[src/rtl/stack_ctl.sv]
// Command/response controller for an external 16-bit stack (head register + DEPTH tail entries).
// Optional build macro STACK_GUARD_EN: overflowing/underflowing commands are accepted but leave the stack untouched.
module stack_ctl #(
    parameter int DEPTH = 18
) (
    input  logic        clk,
    input  logic        reset,
    input  logic        cmd_valid,
    output logic        cmd_ready,
    input  logic [1:0]  cmd_op,
    input  logic [15:0] cmd_data,
    output logic        rsp_valid,
    input  logic        rsp_ready,
    output logic [15:0] rsp_data,
    output logic        rsp_err,
    output logic        st_we,
    output logic [1:0]  st_delta,
    output logic [15:0] st_wd,
    input  logic [15:0] st_rd,
    output logic [4:0]  depth,
    output logic [4:0]  hwm,
    output logic        err_over,
    output logic        err_under,
    input  logic        err_clr
);

    localparam logic [4:0] CAP = 5'(DEPTH + 1);

    typedef enum logic [1:0] {
        OP_NOP     = 2'b00,
        OP_PUSH    = 2'b01,
        OP_POP     = 2'b10,
        OP_REPLACE = 2'b11
    } op_e;

    typedef enum logic {
        RSP_EMPTY = 1'b0,
        RSP_FULL  = 1'b1
    } rsp_state_e;

    rsp_state_e state_q, state_d;
    op_e        op;
    logic       accept;
    logic       is_push, is_pop, is_repl;
    logic       overflow, underflow, blocked;
    logic [4:0] depth_nxt;
    logic [4:0] hwm_base;

    assign op        = op_e'(cmd_op);
    assign rsp_valid = (state_q == RSP_FULL);
    assign cmd_ready = !rsp_valid || rsp_ready;
    assign accept    = cmd_valid && cmd_ready && !reset;

    assign is_push   = accept && (op == OP_PUSH);
    assign is_pop    = accept && (op == OP_POP);
    assign is_repl   = accept && (op == OP_REPLACE);
    assign overflow  = is_push && (depth == CAP);
    assign underflow = (is_pop || is_repl) && (depth == '0);

`ifdef STACK_GUARD_EN
    assign blocked = overflow || underflow;
`else
    assign blocked = 1'b0;
`endif

    always_comb begin
        st_we    = 1'b0;
        st_delta = 2'b00;
        st_wd    = '0;
        if (accept && !blocked) begin
            case (op)
                OP_PUSH: begin
                    st_we    = 1'b1;
                    st_delta = 2'b01;
                    st_wd    = cmd_data;
                end
                OP_POP: begin
                    st_delta = 2'b11;
                end
                OP_REPLACE: begin
                    st_we    = 1'b1;
                    st_wd    = cmd_data;
                end
                default: ;
            endcase
        end
    end

    // Occupancy saturates at both ends regardless of the guard build.
    always_comb begin
        depth_nxt = depth;
        if (is_push && depth != CAP)
            depth_nxt = depth + 5'd1;
        else if (is_pop && depth != '0)
            depth_nxt = depth - 5'd1;
    end

    always_comb begin
        state_d = state_q;
        case (state_q)
            RSP_EMPTY: if (is_pop) state_d = RSP_FULL;
            RSP_FULL:  if (rsp_ready && !is_pop) state_d = RSP_EMPTY;
            default:   state_d = RSP_EMPTY;
        endcase
    end

    // err_clr rebases the mark to current depth; a larger next depth still wins.
    assign hwm_base = err_clr ? depth : hwm;

    always_ff @(posedge clk) begin
        if (reset) begin
            state_q   <= RSP_EMPTY;
            rsp_data  <= '0;
            rsp_err   <= 1'b0;
            depth     <= '0;
            hwm       <= '0;
            err_over  <= 1'b0;
            err_under <= 1'b0;
        end else begin
            state_q <= state_d;
            depth   <= depth_nxt;
            hwm     <= (depth_nxt > hwm_base) ? depth_nxt : hwm_base;
            if (is_pop) begin
                rsp_data <= underflow ? '0 : st_rd;
                rsp_err  <= underflow;
            end
            if (overflow)
                err_over <= 1'b1;
            else if (err_clr)
                err_over <= 1'b0;
            if (underflow)
                err_under <= 1'b1;
            else if (err_clr)
                err_under <= 1'b0;
        end
    end

endmodule

[config.mk]
export PLATFORM = sky130hd
export DESIGN_NAME = stack_ctl
export DESIGN_NICKNAME = d
export VERILOG_FILES = /design/src/rtl/stack_ctl.sv
export SDC_FILE = /design/constraint.sdc
export NUM_CORES = 1
export LEC_CHECK = 0
export ABC_AREA = 0
export BUFFER_PORTS_ARGS = -buffer_cell sky130_fd_sc_hd__buf_2
export CAP_MARGIN = 20
export CORE_MARGIN = 4
export CORE_UTILIZATION = 35
export CTS_CLUSTER_DIAMETER = 60
export DETAILED_ROUTE_END_ITERATION = 10
export GPL_TIMING_DRIVEN = 0
export SLEW_MARGIN = 5
export SYNTH_ARGS = -nofsm -noshare
export SYNTH_HDL_FRONTEND = slang
export SYNTH_SLANG_ARGS = --single-unit
[constraint.sdc]
create_clock -name clk -period 4.5 [get_ports clk]
set_input_delay 0.675 -clock clk [delete_from_list [all_inputs] [get_ports clk]]
set_output_delay 0.675 -clock clk [all_outputs]
set_load 0.01 [all_outputs]
# Word level (Yosys, flattened, before mapping)
# Cells that the tools add are included.
# W data, S select, Z words.
[word_totals]
ff_bits = 30
elab_cells = 53
[classes]
addsub = 2
n_lt_le_gt_ge = 1
n_eq_ne = 5
n_mux = 17
n_bitwise = 1
n_reduce_logical = 20
[op_table]
columns = ["operator", "count"]
rows = [
  ["$mux W16", 3],
  ["$mux W5", 4],
  ["$logic_and A1 B1 Y1", 10],
  ["$mux W1", 7],
  ["$add A5 B1 Y5 const B", 1],
  ["$eq A5 B5 Y1 const B", 1],
  ["$gt A5 B5 Y1", 1],
  ["$logic_not A5 Y1", 1],
  ["$ne A5 B5 Y1 const B", 1],
  ["$reduce_bool A5 Y1", 1],
  ["$sub A5 B1 Y5 const B", 1],
  ["$eq A2 B2 Y1 const B", 2],
  ["$pmux W2 S2", 1],
  ["$reduce_bool A2 Y1", 2],
  ["$logic_not A1 Y1", 3],
  ["$eq A2 B1 Y1 const B", 1],
  ["$logic_or A1 B1 Y1", 2],
  ["$mux W2", 1],
  ["$pmux W1 S2", 1],
  ["$reduce_or A2 Y1", 1],
  ["$not A1 Y1", 1],
]

# Depth between registers and ports, before layout
[depth]
ltp_word = 10
mapped_depth = 15

# Least setup slack after synthesis
# No wires, ideal clock.
[synth_timing]
path_type = "in2reg"
from = "in cmd_op[1]"
to = "reg hwm[3]"
arrival_time_ps = 3279
required_time_ps = 4405
slack_ps = 1125
cell_stages = 12
n_path_buf = 0
path_cell_list = "inv_1 ha_1 inv_1 or4_4 and3_4 nor3_1 nor2_1 ha_1 and4_1 a221o_1 and2_1 o311ai_1"
[synth_between]
elab_chain_cells = 7
[synth_lines]
columns = ["element", "line", "text"]
rows = [
  ["from (decl)", "10", "input logic [1:0] cmd_op,"],
  ["$eq A2 B2 Y1", "55", "assign is_pop = accept && (op == OP_POP);"],
  ["$logic_and A1 B1 Y1", "55", ""],
  ["$logic_and A1 B1 Y1", "94", "else if (is_pop && depth != '0)"],
  ["$mux W5", "94", ""],
  ["$mux W5 *", "92", "if (is_push && depth != CAP)"],
  ["via depth_nxt[3]", "46", "logic [4:0] depth_nxt;"],
  ["$gt A5 B5 Y1", "122", "hwm <= (depth_nxt > hwm_base) ? depth_nxt : hwm_base;"],
  ["$mux W5 *", "122", ""],
  ["to (signal assigned)", "122", ""],
  ["to (decl)", "21", "output logic [4:0] hwm,"],
]
# The timed path passes the listed nets; every way through them passes the cells marked *.
# A chain may end at the register's enable or synchronous reset.

# Worst setup path in the final report
[layout_timing]
from = "in cmd_op[1]"
to = "reg hwm[0]"
[layout_between]
elab_chain_cells = 7
[layout_lines]
columns = ["element", "line"]
rows = [
  ["$eq A2 B2 Y1", "55"],
  ["$logic_and A1 B1 Y1", "55"],
  ["$logic_and A1 B1 Y1", "94"],
  ["$mux W5", "94"],
  ["$mux W5 *", "92"],
  ["via depth_nxt[1]", "46"],
  ["$gt A5 B5 Y1 *", "122"],
  ["$mux W5 *", "122"],
]
# Marks and branches as above.

==> flow_results.xml <==
<?xml version="1.0" encoding="UTF-8"?>
<metrics>
  <group name="timing">
    <metric name="highest_clock_rate" unit="MHz">286.6</metric>
    <metric name="timing.max_slew.rel_slack" unit="">0.6072</metric>
    <metric name="grt_setup_unrepaired" unit="">false</metric>
    <metric name="final_hold_viol_count" unit="">0</metric>
    <metric name="setup_tns_after_final_layout" unit="ns">0</metric>
    <metric name="hold_slack" unit="ns">0.4483</metric>
    <metric name="fin_crit_sh" unit="">0.7754</metric>
    <metric name="final_setup_violating_endpoints" unit="">0</metric>
    <metric name="worst_pin_slew" unit="ns">0.5837</metric>
    <metric name="timing.final.crit_period" unit="ns">3.489</metric>
    <metric name="final.setup_skew" unit="ns">0.007243</metric>
    <metric name="final_slew_viol_count" unit="">0</metric>
  </group>
  <group name="place">
    <metric name="dp_hpwl" unit="mm">3.766</metric>
    <metric name="globalplace.congestion" unit="">0.7837</metric>
    <metric name="port_buffers" unit="">87</metric>
    <metric name="post-place-cells" unit="">373</metric>
    <metric name="placed_area" unit="sq um">2315</metric>
  </group>
  <group name="cts">
    <metric name="tritoncts" unit="">yes</metric>
    <metric name="cts-root-buf" unit="">sky130_fd_sc_hd__clkbuf_8</metric>
    <metric name="holdBufCountCts" unit="">0</metric>
    <metric name="max_h_tree_level" unit="">2</metric>
    <metric name="number_of_buffers_created_by_cts" unit="">5</metric>
    <metric name="deepest_clock_path_buffer_count" unit="">2</metric>
    <metric name="setup_fix_bufs_post_cts" unit="">0</metric>
    <metric name="cts_resized" unit="">0</metric>
    <metric name="clk_pin_slew_worst_paths" unit="ns">0.07</metric>
    <metric name="clock_insertion_delay_worst_skew" unit="ns">0.29</metric>
    <metric name="numClockSinks" unit="">30</metric>
  </group>
  <group name="die">
    <metric name="die_width" unit="um">79.63</metric>
    <metric name="num_io_pins" unit="">89</metric>
    <metric name="num_rows" unit="">25</metric>
    <metric name="floorplan.initialDensity" unit="">0.3703</metric>
    <metric name="dieArea" unit="sq um">6340</metric>
    <metric name="coreArea" unit="sq um">4848</metric>
    <metric name="die_height" unit="um">79.63</metric>
  </group>
  <group name="worst_setup_path">
    <metric name="timing.critical_path.arrival" unit="ns">3.70</metric>
    <metric name="worstPathRequired" unit="ns">4.71</metric>
    <metric name="worst_setup_path_start_kind" unit="">input port</metric>
    <metric name="crit_path_end_kind" unit="">flip-flop</metric>
    <metric name="worst-setup-path-type" unit="">in -&gt; reg</metric>
    <metric name="reg2reg_depth" unit="">11</metric>
    <metric name="r2r_setup_slk" unit="ns">1.06</metric>
    <metric name="r2r_end" unit="">hwm[0]</metric>
    <metric name="critical_path.max_fanout" unit="">5</metric>
    <metric name="worstReg2RegStart" unit="">depth[0]</metric>
  </group>
  <group name="synth">
    <metric name="syn_nets" unit="">269</metric>
    <metric name="post_synthesis_cells" unit="">219</metric>
    <metric name="synth.cell_area" unit="sq um">1795</metric>
    <metric name="unique_masters_post_synth" unit="">51</metric>
    <metric name="postSynth.topFlopCell" unit="">sky130_fd_sc_hd__dfxtp_1</metric>
    <metric name="yosysWarningCount" unit="">0</metric>
    <metric name="avgSynthCellArea" unit="sq um">8.199</metric>
    <metric name="async_flop_share" unit="">0</metric>
    <metric name="synth-edff-count" unit="">0</metric>
    <metric name="ys_ff_latch" unit="">30</metric>
    <metric name="seq_area_frac_synth" unit="">0.3345</metric>
  </group>
  <group name="cells_and_area">
    <metric name="syn2layout_area_growth" unit="%">34.22</metric>
    <metric name="sequential_cell_area" unit="sq um">600.6</metric>
    <metric name="num_antenna_cells" unit="">0</metric>
    <metric name="fin_area" unit="sq um">2410</metric>
    <metric name="post_route_cells_drive_above_1_share" unit="">0.3726</metric>
    <metric name="final_net_count" unit="">363</metric>
    <metric name="multiInputGateArea" unit="sq um">1052</metric>
    <metric name="nFillCells" unit="">484</metric>
    <metric name="post_layout_nonfiller_instances" unit="">381</metric>
  </group>
  <group name="global_routing">
    <metric name="grt_antenna_before_repair" unit="">0</metric>
    <metric name="global_route_wire_length_before_repair" unit="mm">8.245</metric>
    <metric name="grt_pass1_vias" unit="">1837</metric>
    <metric name="pin_count_of_the_biggest_net_entering_global_routing" unit="">11</metric>
    <metric name="overflow_left_after_global_routing" unit="">0</metric>
    <metric name="grt_usage" unit="">0.1652</metric>
  </group>
  <group name="power_and_ir_drop">
    <metric name="leakage" unit="nW">1.176</metric>
    <metric name="worst_ir_drop_vdd" unit="mV">0.1051</metric>
    <metric name="totalPowerFinal" unit="uW">683.0</metric>
    <metric name="powerDensity" unit="nW/um^2">283.4</metric>
  </group>
  <group name="worst_hold_path">
    <metric name="hp-start" unit="">rsp_data[15]</metric>
    <metric name="hold_class" unit="">reg -&gt; reg</metric>
    <metric name="holdPathEnd" unit="">rsp_data[15]</metric>
    <metric name="worstHoldPathCells" unit="">2</metric>
  </group>
  <group name="drt">
    <metric name="drt_iter0_markers" unit="">99</metric>
    <metric name="dr_total_vias" unit="">1836</metric>
    <metric name="drt_drc_violations_left" unit="">0</metric>
    <metric name="wl" unit="mm">4.934</metric>
    <metric name="routed_length_per_instance" unit="um">12.95</metric>
    <metric name="avgViaCountPerCell" unit="">4.819</metric>
    <metric name="dr.pass1.iters" unit="">4</metric>
    <metric name="post_detailed_route_count_of_antenna_violating_nets" unit="">0</metric>
  </group>
  <group name="run_status">
    <metric name="status" unit="">finished, final reports clean</metric>
  </group>
  <group name="run">
    <metric name="timing.max_cap.violations" unit="">0</metric>
  </group>
</metrics>
## logic make-up (layout without fill, tap and decap cells)
group | count (synthesis) | after routing | share of synthesized area
simple gates | 101 | 101 | 0.3178
compound gates | 44 | 44 | 0.1582
flops | 30 | 30 | 0.3345
buf+inv | 27 | 122 | 0.07943
fa+ha+maj | 11 | 11 | 0.07665
mux | 5 | 5 | 0.02857
xor+xnor | 1 | 1 | 0.004879
## registers in the layout, indices dropped and copies added, names as in the netlist
name and flops:
depth 5, err_over 1, err_under 1, hwm 5, rsp_data 16, rsp_err 1
rsp_valid 1
## metal layers
layer	wire, um	vias up	GRT usage
li1	-	950	-
met1	2219	817	0.2076
met2	2302	63	0.2730
met3	334	6	0.03837
met4	77	0	0.06186
met5	0	-	0
## cell usage in the layout (no fill, tap or decap), types with 2 or more instances in the layout
master	count
sky130_fd_sc_hd__a31o_2	2
sky130_fd_sc_hd__buf_2	90
sky130_fd_sc_hd__nor2_1	16
sky130_fd_sc_hd__clkbuf_8	6
sky130_fd_sc_hd__a211oi_1	2
sky130_fd_sc_hd__ha_1	11
sky130_fd_sc_hd__dfxtp_1	30
sky130_fd_sc_hd__nand4_1	2
sky130_fd_sc_hd__o21ai_0	2
sky130_fd_sc_hd__nor2b_1	3
sky130_fd_sc_hd__nand3_1	19
sky130_fd_sc_hd__o21a_1	2
sky130_fd_sc_hd__inv_1	10
sky130_fd_sc_hd__nor3_1	4
sky130_fd_sc_hd__mux2i_1	4
sky130_fd_sc_hd__nor4_1	4
sky130_fd_sc_hd__and2_1	17
sky130_fd_sc_hd__nand2_1	23
sky130_fd_sc_hd__a21oi_1	23
sky130_fd_sc_hd__clkbuf_1	6
sky130_fd_sc_hd__buf_4	2
sky130_fd_sc_hd__buf_6	4
## worst max-delay path, stage by stage
cell                       delay (ns)
sky130_fd_sc_hd__buf_2           0.12
sky130_fd_sc_hd__inv_1           0.05
sky130_fd_sc_hd__ha_1            0.22
sky130_fd_sc_hd__inv_1           0.12
sky130_fd_sc_hd__nor4_1          0.56
sky130_fd_sc_hd__a221oi_1        0.19
sky130_fd_sc_hd__or3_4           0.44
sky130_fd_sc_hd__inv_1           0.07
sky130_fd_sc_hd__ha_1            0.22
sky130_fd_sc_hd__and4_1          0.16
sky130_fd_sc_hd__a221o_1         0.39
sky130_fd_sc_hd__and2_1          0.24
sky130_fd_sc_hd__a211oi_1        0.24
## worst max path at each step
stage                          from     end  slack (ns)  depth (start not counted)
after floorplan           cmd_op[1]  hwm[3]        1.13                         12
after global placement    cmd_op[1]  hwm[0]        0.72                         13
after detailed placement  cmd_op[1]  hwm[3]        0.72                         13
after CTS                 cmd_op[1]  hwm[0]        0.99                         13
after global routing      cmd_op[1]  hwm[0]        0.74                         13
final                     cmd_op[1]  hwm[0]        1.01                         13
## area by class of cell
type,count,area share
inverter,11,0.01713
tap,67,0.03479
clock buffer,6,0.03427
clock inverter,2,0.005192
buffer,16,0.04206
multi-input combinational,162,0.4367
timing repair buffer,87,0.1807
sequential,30,0.2492
## power by group
part | switching [mW] | internal [mW] | leakage [nW]
sequential | 0.00645 | 0.278 | 0.243
combinational | 0.0923 | 0.0717 | 0.886
clock | 0.112 | 0.123 | 0.0472
total | 0.210 | 0.473 | 1.18
## per-stage QoR
stage	util	setup WS, ns
2_1_floorplan	-	1.125
3_3_place_gp	0.4774	0.7197
3_5_place_dp	0.4774	0.7157
4_1_cts	0.4970	0.9889
5_1_grt	0.4970	0.7449
6_report	0.4970	1.011
## synthesized netlist by cell type (2+ instances only)
cell type / n / area (sq um)
sky130_fd_sc_hd__dfxtp_1: 30 / 600.6
sky130_fd_sc_hd__a21oi_1: 23 / 115.1
sky130_fd_sc_hd__nand2_1: 23 / 86.33
sky130_fd_sc_hd__nand3_1: 19 / 95.09
sky130_fd_sc_hd__and2_1: 17 / 106.4
sky130_fd_sc_hd__nor2_1: 16 / 60.06
sky130_fd_sc_hd__ha_1: 11 / 137.6
sky130_fd_sc_hd__inv_1: 10 / 37.54
sky130_fd_sc_hd__clkbuf_1: 6 / 22.52
sky130_fd_sc_hd__buf_6: 4 / 45.04
sky130_fd_sc_hd__mux2i_1: 4 / 40.04
sky130_fd_sc_hd__nor3_1: 4 / 20.02
sky130_fd_sc_hd__nor4_1: 4 / 25.02
sky130_fd_sc_hd__buf_2: 3 / 15.01
sky130_fd_sc_hd__nor2b_1: 3 / 18.77
sky130_fd_sc_hd__a211oi_1: 2 / 15.01
sky130_fd_sc_hd__a31o_2: 2 / 17.52
sky130_fd_sc_hd__buf_4: 2 / 15.01
sky130_fd_sc_hd__nand4_1: 2 / 12.51
sky130_fd_sc_hd__o21a_1: 2 / 15.01
sky130_fd_sc_hd__o21ai_0: 2 / 10.01
No activity file was read; power rests on OpenSTA's default activity.
